**src/rtl/mips_pipe_pkg.sv**
```systemverilog
// Shared constants and field layout for the MIPS pipeline stage registers.
package mips_pipe_pkg;

    localparam logic [31:0] RESET_PC_DEF  = 32'h0000_3000;
    localparam logic [31:0] EXC_PC_DEF    = 32'h0000_4180;
    localparam int          EXCCODE_W     = 5;
    localparam int          TNEW_W_DEF    = 2;
    localparam int          PAYLOAD_W_DEF = 64;

    typedef struct packed {
        logic [31:0]              pc;
        logic [TNEW_W_DEF-1:0]    tnew;
        logic                     bd;
        logic [EXCCODE_W-1:0]     exccode;
        logic [PAYLOAD_W_DEF-1:0] payload;
    } stage_fields_t;

endpackage

```
**src/rtl/pipe_skid_slot.sv**
```systemverilog
// Single-entry holding register with valid flag; clear wins over load.
module pipe_skid_slot #(
    parameter int W = 8
) (
    input  logic         clk,
    input  logic         reset,
    input  logic         load,
    input  logic         clear,
    input  logic [W-1:0] d,
    output logic         valid,
    output logic [W-1:0] q
);

    // Slot storage and occupancy flag.
    always_ff @(posedge clk or posedge reset) begin
        if (reset) begin
            valid <= 1'b0;
            q     <= '0;
        end else if (clear) begin
            valid <= 1'b0;
            q     <= '0;
        end else if (load) begin
            valid <= 1'b1;
            q     <= d;
        end
    end

endmodule

```
**src/rtl/pipe_stage_reg.sv**
```systemverilog
// Generic pipeline stage register with valid/ready handshake, exception redirect and flush.
// Define PIPE_STAGE_SKID_EN to add a one-entry skid slot and a fully registered in_ready.
module pipe_stage_reg
    import mips_pipe_pkg::*;
#(
    parameter int          PAYLOAD_W = PAYLOAD_W_DEF,
    parameter int          TNEW_W    = TNEW_W_DEF,
    parameter logic [31:0] RESET_PC  = RESET_PC_DEF,
    parameter logic [31:0] EXC_PC    = EXC_PC_DEF
) (
    input  logic                 clk,
    input  logic                 reset,
    input  logic                 req,
    input  logic                 flush,
    input  logic                 in_valid,
    output logic                 in_ready,
    input  logic [31:0]          in_pc,
    input  logic [TNEW_W-1:0]    in_tnew,
    input  logic                 in_bd,
    input  logic [EXCCODE_W-1:0] in_exccode,
    input  logic [PAYLOAD_W-1:0] in_payload,
    output logic                 out_valid,
    input  logic                 out_ready,
    output logic [31:0]          out_pc,
    output logic [TNEW_W-1:0]    out_tnew,
    output logic                 out_bd,
    output logic [EXCCODE_W-1:0] out_exccode,
    output logic [PAYLOAD_W-1:0] out_payload
);

    localparam int FIELDS_W = 32 + TNEW_W + 1 + EXCCODE_W + PAYLOAD_W;

    function automatic logic [TNEW_W-1:0] tnew_dec(input logic [TNEW_W-1:0] t);
        if (t == '0) begin
            tnew_dec = '0;
        end else begin
            tnew_dec = t - TNEW_W'(1);
        end
    endfunction

    logic                 advance_s;
    logic                 nxt_valid_s;
    logic [31:0]          nxt_pc_s;
    logic [TNEW_W-1:0]    nxt_tnew_s;
    logic                 nxt_bd_s;
    logic [EXCCODE_W-1:0] nxt_exccode_s;
    logic [PAYLOAD_W-1:0] nxt_payload_s;
    logic [TNEW_W-1:0]    ld_tnew_s;
    logic [EXCCODE_W-1:0] ld_exccode_s;
    logic [PAYLOAD_W-1:0] ld_payload_s;

    assign advance_s = out_ready | ~out_valid;

    // A bubble (in_valid=0) keeps only pc/bd so CP0 still sees a correct EPC/BD.
    always_comb begin
        if (in_valid) begin
            ld_tnew_s    = tnew_dec(in_tnew);
            ld_exccode_s = in_exccode;
            ld_payload_s = in_payload;
        end else begin
            ld_tnew_s    = '0;
            ld_exccode_s = '0;
            ld_payload_s = '0;
        end
    end

`ifdef PIPE_STAGE_SKID_EN
    logic                 skid_valid_s;
    logic                 skid_load_s;
    logic                 skid_clear_s;
    logic [FIELDS_W-1:0]  skid_q_s;
    logic [31:0]          sk_pc_s;
    logic [TNEW_W-1:0]    sk_tnew_s;
    logic                 sk_bd_s;
    logic [EXCCODE_W-1:0] sk_exccode_s;
    logic [PAYLOAD_W-1:0] sk_payload_s;

    assign in_ready = ~skid_valid_s;
    assign {sk_pc_s, sk_tnew_s, sk_bd_s, sk_exccode_s, sk_payload_s} = skid_q_s;

    pipe_skid_slot #(.W(FIELDS_W)) u_skid (
        .clk   (clk),
        .reset (reset),
        .load  (skid_load_s),
        .clear (skid_clear_s),
        .d     ({in_pc, in_tnew, in_bd, in_exccode, in_payload}),
        .valid (skid_valid_s),
        .q     (skid_q_s)
    );
`else
    assign in_ready = advance_s;
`endif

    // Next stage contents: req > flush > advance > hold.
    always_comb begin
        nxt_valid_s   = out_valid;
        nxt_pc_s      = out_pc;
        nxt_tnew_s    = out_tnew;
        nxt_bd_s      = out_bd;
        nxt_exccode_s = out_exccode;
        nxt_payload_s = out_payload;
`ifdef PIPE_STAGE_SKID_EN
        skid_load_s   = 1'b0;
        skid_clear_s  = 1'b0;
`endif
        if (req) begin
            nxt_valid_s   = 1'b0;
            nxt_pc_s      = EXC_PC;
            nxt_tnew_s    = '0;
            nxt_bd_s      = 1'b0;
            nxt_exccode_s = '0;
            nxt_payload_s = '0;
`ifdef PIPE_STAGE_SKID_EN
            skid_clear_s  = 1'b1;
`endif
        end else if (flush) begin
            nxt_valid_s   = 1'b0;
            nxt_pc_s      = in_pc;
            nxt_tnew_s    = '0;
            nxt_bd_s      = in_bd;
            nxt_exccode_s = '0;
            nxt_payload_s = '0;
`ifdef PIPE_STAGE_SKID_EN
            skid_clear_s  = 1'b1;
`endif
        end else if (advance_s) begin
`ifdef PIPE_STAGE_SKID_EN
            if (skid_valid_s) begin
                nxt_valid_s   = 1'b1;
                nxt_pc_s      = sk_pc_s;
                nxt_tnew_s    = tnew_dec(sk_tnew_s);
                nxt_bd_s      = sk_bd_s;
                nxt_exccode_s = sk_exccode_s;
                nxt_payload_s = sk_payload_s;
                skid_clear_s  = 1'b1;
            end else begin
                nxt_valid_s   = in_valid;
                nxt_pc_s      = in_pc;
                nxt_tnew_s    = ld_tnew_s;
                nxt_bd_s      = in_bd;
                nxt_exccode_s = ld_exccode_s;
                nxt_payload_s = ld_payload_s;
            end
`else
            nxt_valid_s   = in_valid;
            nxt_pc_s      = in_pc;
            nxt_tnew_s    = ld_tnew_s;
            nxt_bd_s      = in_bd;
            nxt_exccode_s = ld_exccode_s;
            nxt_payload_s = ld_payload_s;
`endif
        end else begin
            // Held: contents stay put; with a skid slot an accepted beat parks there.
`ifdef PIPE_STAGE_SKID_EN
            skid_load_s = in_valid & ~skid_valid_s;
`endif
        end
    end

    // Stage register.
    always_ff @(posedge clk or posedge reset) begin
        if (reset) begin
            out_valid   <= 1'b0;
            out_pc      <= RESET_PC;
            out_tnew    <= '0;
            out_bd      <= 1'b0;
            out_exccode <= '0;
            out_payload <= '0;
        end else begin
            out_valid   <= nxt_valid_s;
            out_pc      <= nxt_pc_s;
            out_tnew    <= nxt_tnew_s;
            out_bd      <= nxt_bd_s;
            out_exccode <= nxt_exccode_s;
            out_payload <= nxt_payload_s;
        end
    end

endmodule

```
**config.mk**
```make
export PLATFORM = sky130hd
export DESIGN_NAME = pipe_stage_reg
export DESIGN_NICKNAME = d
export VERILOG_FILES = /design/src/rtl/mips_pipe_pkg.sv /design/src/rtl/pipe_skid_slot.sv /design/src/rtl/pipe_stage_reg.sv
export SDC_FILE = /design/constraint.sdc
export NUM_CORES = 1
export LEC_CHECK = 0
export BUFFER_PORTS_ARGS = -buffer_cell sky130_fd_sc_hd__buf_2
export CORE_MARGIN = 2
export CORE_UTILIZATION = 30
export DETAILED_ROUTE_END_ITERATION = 10
export PLACE_DENSITY = 0.69
export SLEW_MARGIN = 20
export SYNTH_ARGS = -nofsm -noshare
export SYNTH_HDL_FRONTEND = slang
export SYNTH_SLANG_ARGS = --single-unit
```
**constraint.sdc**
```tcl
create_clock -name clk -period 3.1 [get_ports clk]
set_input_delay 0.465 -clock clk [delete_from_list [all_inputs] [get_ports clk]]
set_output_delay 0.465 -clock clk [all_outputs]
set_load 0.02 [all_outputs]
```
==> run metrics, run 1 <==
syn nets approximately 580; layout cells sized above 1 between 30% and 40%; status finished, final reports clean; Final ANT Viol Nets 0; clock latency on the worst-skew pair approximately 0.34 ns; PortBufs around 220; PD cells between 500 and 600 nW/um^2; postcts setup bufs 0; total clock sinks about 110; synthesized area per cell roughly 9.4 sq um; Syn-to-layout area delta 35.65%; DP Worst Slack roughly 1.2 ns; H-tree depth 3; CTS Buffer Depth 2; post-synthesis sequential area ratio roughly three fifths; FFs w/ async S/R, synth between 90% and 100%; DR DRC count 0; CTS resizes 0; routability cong. between 0.8 and 0.9; maxcap violations 0; Total GRT Usage approximately 15%; IO Count between 200 and 250; die area between 15,000 and 20,000 sq um; Most used DFF post-synth dfrtp_1; worst setup margin 1.091 ns; EDFF count, synth 0; worst min path class in -> async; clk_skew roughly 0.0048 ns; ant diodes 0; largest net degree at the start of global routing 73; Slew HR between 40% and 50%; fmax around 0.50 GHz; top-count cell post-synth nand2_1; Slew @ Worst Pin around 0.87 ns; leakage power approximately 3 nW; Mapped Cells roughly 470; Die Span X 124.5 um; vias a little under 4,000; yosys warns 0; initial antenna violation count 1; Final period util 64.82%; Final Hold Fails 0; Max VDD drop approximately 270 uV; post-synthesis register bit count ~110; Total Wirelength 11,710 um; DR pass1 iterations 4; cell taking the most area after synthesis dfrtp_1; Crit path required time 2.63 ns; final setup fails 0; routed vias/inst ~4.6; vias in the first global route between 3,000 and 4,000; Yosys top cell area share 59.13%; post-DP HPWL between 8000 and 9000 um; CP Launch Type flip-flop; setup TNS 0 ns; minimum clock period around 2 ns; max-slew violation count 0; top cells by area, synth dfrtp_1, nand2_1, a21oi_1, nand3_1, nand2b_1; most common library cells after synthesis nand2_1, dfrtp_1, a21oi_1; Starting Density between 30% and 40%; fillcell total about 1,400; Die Ht between 100 and 150 um; Root Buffer clkbuf_16; crit-path max FO 29; RSZ-0062 raised after global routing false; Final #Nets 772; drt wl/cell roughly 14 um; WS Path Type reg -> out; Netlist cell types 21; core area 14,370 sq um; Cell Rows between 40 and 50; power consumption approximately 3.0 mW; Crit. End Element output pin; CTS Buf Count 9; CTS tree yes; drt first-iter violations between 150 and 200; clk slew on worst S/H paths ~0.070 ns; first-pass GRT wire length ~19,000 um; Crit path arrival time approximately 1.5 ns; GRT overflow 0; Syn Std Cell Area approximately 4400 sq um; Hold-fix buffers, CTS 0
[layout by cell type (no fill, tap or decap), drive strengths merged, types with 2 or more instances in the layout]
cell type and instances:
buf 227, nand2 105, dfrtp 103, a21oi 70, nand3 69, o21ai 33, nand2b 30, clkbuf 10
nor2 5, clkinvlp 4, dfstp 2, inv 2
[metrics by stage]
stage	instances	utilization, %	instance area, sq um	hold WS, ns
2_1_floorplan	465	-	4363	0.5098
3_3_place_gp	834	38.89	5588	0.4582
3_5_place_dp	834	38.89	5588	0.4648
4_1_cts	850	41.01	5893	0.3036
5_1_grt	851	41.15	5913	0.07752
6_report	851	41.15	5913	0.08030
[cells by family after synthesis]
group | share of synthesized area, %
simple gates | 22.68
compound gates | 12.03
buf+inv | 4.966
flops | 60.33
[power breakdown]
| part | leakage, nW | switching (mW) | internal (mW) |
|---|---|---|---|
| Sequential | 1.40 | 0.0244 | 1.42 |
| Clock | 0.141 | 0.514 | 0.650 |
| Combinational | 1.43 | 0.218 | 0.136 |
[cell type report]
type | count | area, sq um | area share (%)
Multi-Input combinational cell | 317 | 1520 | 25.71
Clock inverter | 6 | 66.31 | 1.121
Clock buffer | 10 | 239.0 | 4.041
Timing Repair Buffer | 227 | 1216 | 20.57
Tap cell | 184 | 230.2 | 3.893
Inverter | 2 | 11.26 | 0.1904
Sequential cell | 105 | 2630 | 44.48
[flip-flops by register name, indices dropped and copies added (netlist names)]
name,cells
out_bd,1
out_exccode,5
out_payload,64
out_pc,32
out_tnew,2
out_valid,1
[path summary, 6_finish.rpt]
path / to / slack (ns) / cells past startpoint / from
worst max register to register: out_payload[10] / 1.48 / 5 / out_valid
worst min-delay path: out_pc[2] / 0.08 / 2 / reset
max in group asynchronous: out_payload[53] / 2.22 / 4 / reset
worst min register to register: out_pc[26] / 0.47 / 2 / out_pc[26]
min in group clk: out_tnew[0] / 0.32 / 2 / in_tnew[0]
worst max-delay path: in_ready / 1.09 / 3 / out_valid
[layer usage]
metal  routed length, um  GRT usage [%]
met5                  13              0
met3                 917          5.284
met4                 230          5.221
met1                5062          19.34
met2                5488          23.88
[critical path, stage by stage, from the launching register on]
cell	delay (ns)
dfrtp_1	0.40
nor2b_4	0.14
inv_2	0.39
buf_2	0.26
(Power assumes the default switching activity.)
==> run 2: changes to the inputs <==
==> constraint.sdc (replaced) <==
create_clock -name clk -period 1.6 [get_ports clk]
set_input_delay 0.24 -clock clk [delete_from_list [all_inputs] [get_ports clk]]
set_output_delay 0.24 -clock clk [all_outputs]
set_load 0.02 [all_outputs]
==> run 2 against run 1 <==
Register-to-register slack got worse by 1.4 ns. Highest routed layer is now met4. Sequential cell count unchanged. Clock skew increased by 0.0013 ns. Clock-buffer cell count increased by 1.
==> run metrics, run 2 (synthesized netlist as in run 1, its figures left out) <==
status finished, final reports clean (unchanged); Worst Setup SP out_valid (unchanged); worst r2r src out_valid (unchanged); commonest non-fill, non-tap cell in the layout buf_2 (unchanged); CTS Buf Count 9 (unchanged); Root Buffer clkbuf_16 (unchanged); DR pass1 iterations 4 (unchanged); minimum clock period approximately 1.5 ns; Slew @ Worst Pin 0.5990 ns (was 0.8684 ns); first-pass GRT wire length 19,570 um (was 19,150 um); leakage power 3.072 nW (was 2.975 nW); largest net degree at the start of global routing 106 (was 73); WS Path Type reg -> reg (was reg -> out); RSZ-0062 raised after global routing false (unchanged); area of the multi-input gates 1520 sq um (unchanged); layout cells sized above 1 37.80% (was 37.48%); fillcell total 1,436 (was 1,437); drt wl/cell 14.29 um (was 13.76 um); drt first-iter violations 225 (was 196); Total Wirelength 12,230 um (was 11,710 um); Syn-to-layout area delta 39.55% (was 35.65%); IO Count 216 (unchanged); sw power 1.434 mW (was 0.7566 mW); vias 4,037 (was 3,946); worst flop-to-flop path endpoint out_tnew[0] (was out_payload[10]); Slew HR 60.06% (was 42.11%); max FFs per register 64 (unchanged); Biggest register out_payload (unchanged); H-tree depth 3 (unchanged); max-slew violation count 0 (unchanged); PD cells 992.1 nW/um^2 (was 500.7 nW/um^2); Final period util 93.61%; Crit path arrival time 1.74 ns (was 1.54 ns); Die Ht 124.5 um (unchanged); end of the critical path out_tnew[0] (was in_ready); Cell Rows 44 (unchanged); clk_skew 0.006091 ns (was 0.004812 ns); Total GRT Usage 15.54% (was 15.12%); Die Span X 124.5 um (unchanged); worst min path class in -> async (unchanged); Final #Nets 777 (was 772); CP Launch Type flip-flop (unchanged); ant diodes 0 (unchanged); cell chain of the critical path nor2b_4 > buf_4 > buf_4 > buf_12 > o41ai_1 (was nor2b_4 > inv_2 > buf_2); clock share of power 41.9% (was 39.3%); fmax around 0.67 GHz; CTS Buffer Depth 2 (unchanged); Final Util 42.34% (was 41.15%); initial antenna violation count 0 (was 1); R2R cell count 5 (unchanged); Crit path required time 1.84 ns (was 2.63 ns); vias in the first global route 3,741 (was 3,790); Reg2Reg Setup Slack 0.10 ns (was 1.48 ns); FF+latch area 2630 sq um (unchanged); biggest regs out_payload x64, out_pc x32, out_exccode x5 (unchanged); clk slew on worst S/H paths 0.07 ns (about the same); Comb pwr share 11.8% (was 12.0%); Crit. End Element flip-flop (was output pin); Starting Density 30.34% (unchanged); internal power 4.601 mW (was 2.204 mW); routed vias/inst 4.716 (was 4.637); Switching Fraction 23.77% (was 25.55%); most frequent cells in the layout buf_2, nand2_1, dfrtp_1, a21oi_1, nand3_1 (unchanged); GRT overflow 0 (unchanged); crit-path max FO 72 (was 29); PortBufs 215 (unchanged); post-DP HPWL 7958 um (was 8126 um); Sequential Power Share 46.3% (was 48.7%); crit-path max cell delay 0.40 ns (about the same); Final ANT Viol Nets 0 (unchanged); critical path's most frequent cell buf_4; routability cong. 0.7579 (was 0.8008); maxcap violations 0 (unchanged); Final Hold Fails 0 (unchanged); DR DRC count 0 (unchanged); Max VDD drop 423.9 uV (was 269.6 uV); total clock sinks 105 (unchanged); final setup fails 0 (unchanged); setup TNS 0 ns (unchanged); clock latency on the worst-skew pair 0.34 ns (about the same); die area 15,510 sq um (unchanged); CTS tree yes (unchanged); core area 14,370 sq um (unchanged); Worst path slowest cell dfrtp_1 (unchanged)
==> run 2: cell count changes in the layout (fill, tap and decap cells not counted), moves of 2 or more <==
cell / change
buf_12: +3
bufbuf_16: +2
bufinv_16: +2
clkinvlp_4: -2
==> run 2: timing repair <==
| item | in CTS | in global routing |
|---|---|---|
| setup buffers | 1 | 4 |
| cloned | 2 | 0 |
| gates resized for setup | 2 | 0 |
| setup endpoints to repair | 1 | 1 |
| hold buffers | 0 | 0 |
==> run 2: worst max-delay path: cells and delay by family, from the launching register on <==
family	cells	cell delay [ns]
flip-flops	1	0.40
buffers and inverters	3	0.43
AND/OR/NAND/NOR	1	0.15
AO/OA/AOI/OAI	1	0.34
==> run 2: stage by stage <==
stage / setup slack (ns) / instances / hold slack (ns) / power [mW] / instance area [sq um]
floorplan: 0.1021 / 465 / 0.3362 / 3.215 / 4363
global placement: 0.2769 / 833 / 0.4494 / 3.543 / 5630
detailed placement: 0.2861 / 833 / 0.4570 / 3.551 / 5630
CTS: 0.01815 / 852 / 0.07594 / 6.124 / 6053
global route: 0.03894 / 856 / 0.08303 / 6.299 / 6083
finish: 0.1023 / 856 / 0.02104 / 6.035 / 6083
==> run 2: worst min path at each step <==
| stage | endpoint | depth (start not counted) | slack [ns] | from |
|---|---|---|---|---|
| floorplan | out_tnew[0] | 1 | 0.34 | in_tnew[0] |
| global placement | out_pc[3] | 3 | 0.45 | reset |
| detailed placement | out_pc[3] | 3 | 0.46 | reset |
| CTS | out_pc[3] | 3 | 0.08 | reset |
| global route | out_tnew[0] | 2 | 0.08 | in_tnew[0] |
| finish | out_pc[3] | 3 | 0.02 | reset |
==> run 2: power groups by stage <==
stage | Combinational [mW] | Sequential (mW) | Clock (mW)
floorplan | 0.250 | 2.97 | 0
global placement | 0.698 | 2.85 | 0
detailed placement | 0.704 | 2.85 | 0
CTS | 0.720 | 2.80 | 2.61
global route | 0.782 | 2.81 | 2.71
finish | 0.711 | 2.80 | 2.53
==> run 2: area by class of cell <==
type	count	area share (%)
sequential	105	43.23
multi-input combinational	317	24.99
timing repair buffer	232	22.09
clock buffer	11	3.990
tap	184	3.784
clock inverter	5	1.687
inverter	2	0.2262
==> run 2: per-layer routing <==
metal / track usage [%] / part of all wire, %
met1: 20.31 / 43
met2: 24.69 / 48
met3: 4.167 / 7.3
met4: 5.948 / 1.8
met5: 0 / 0
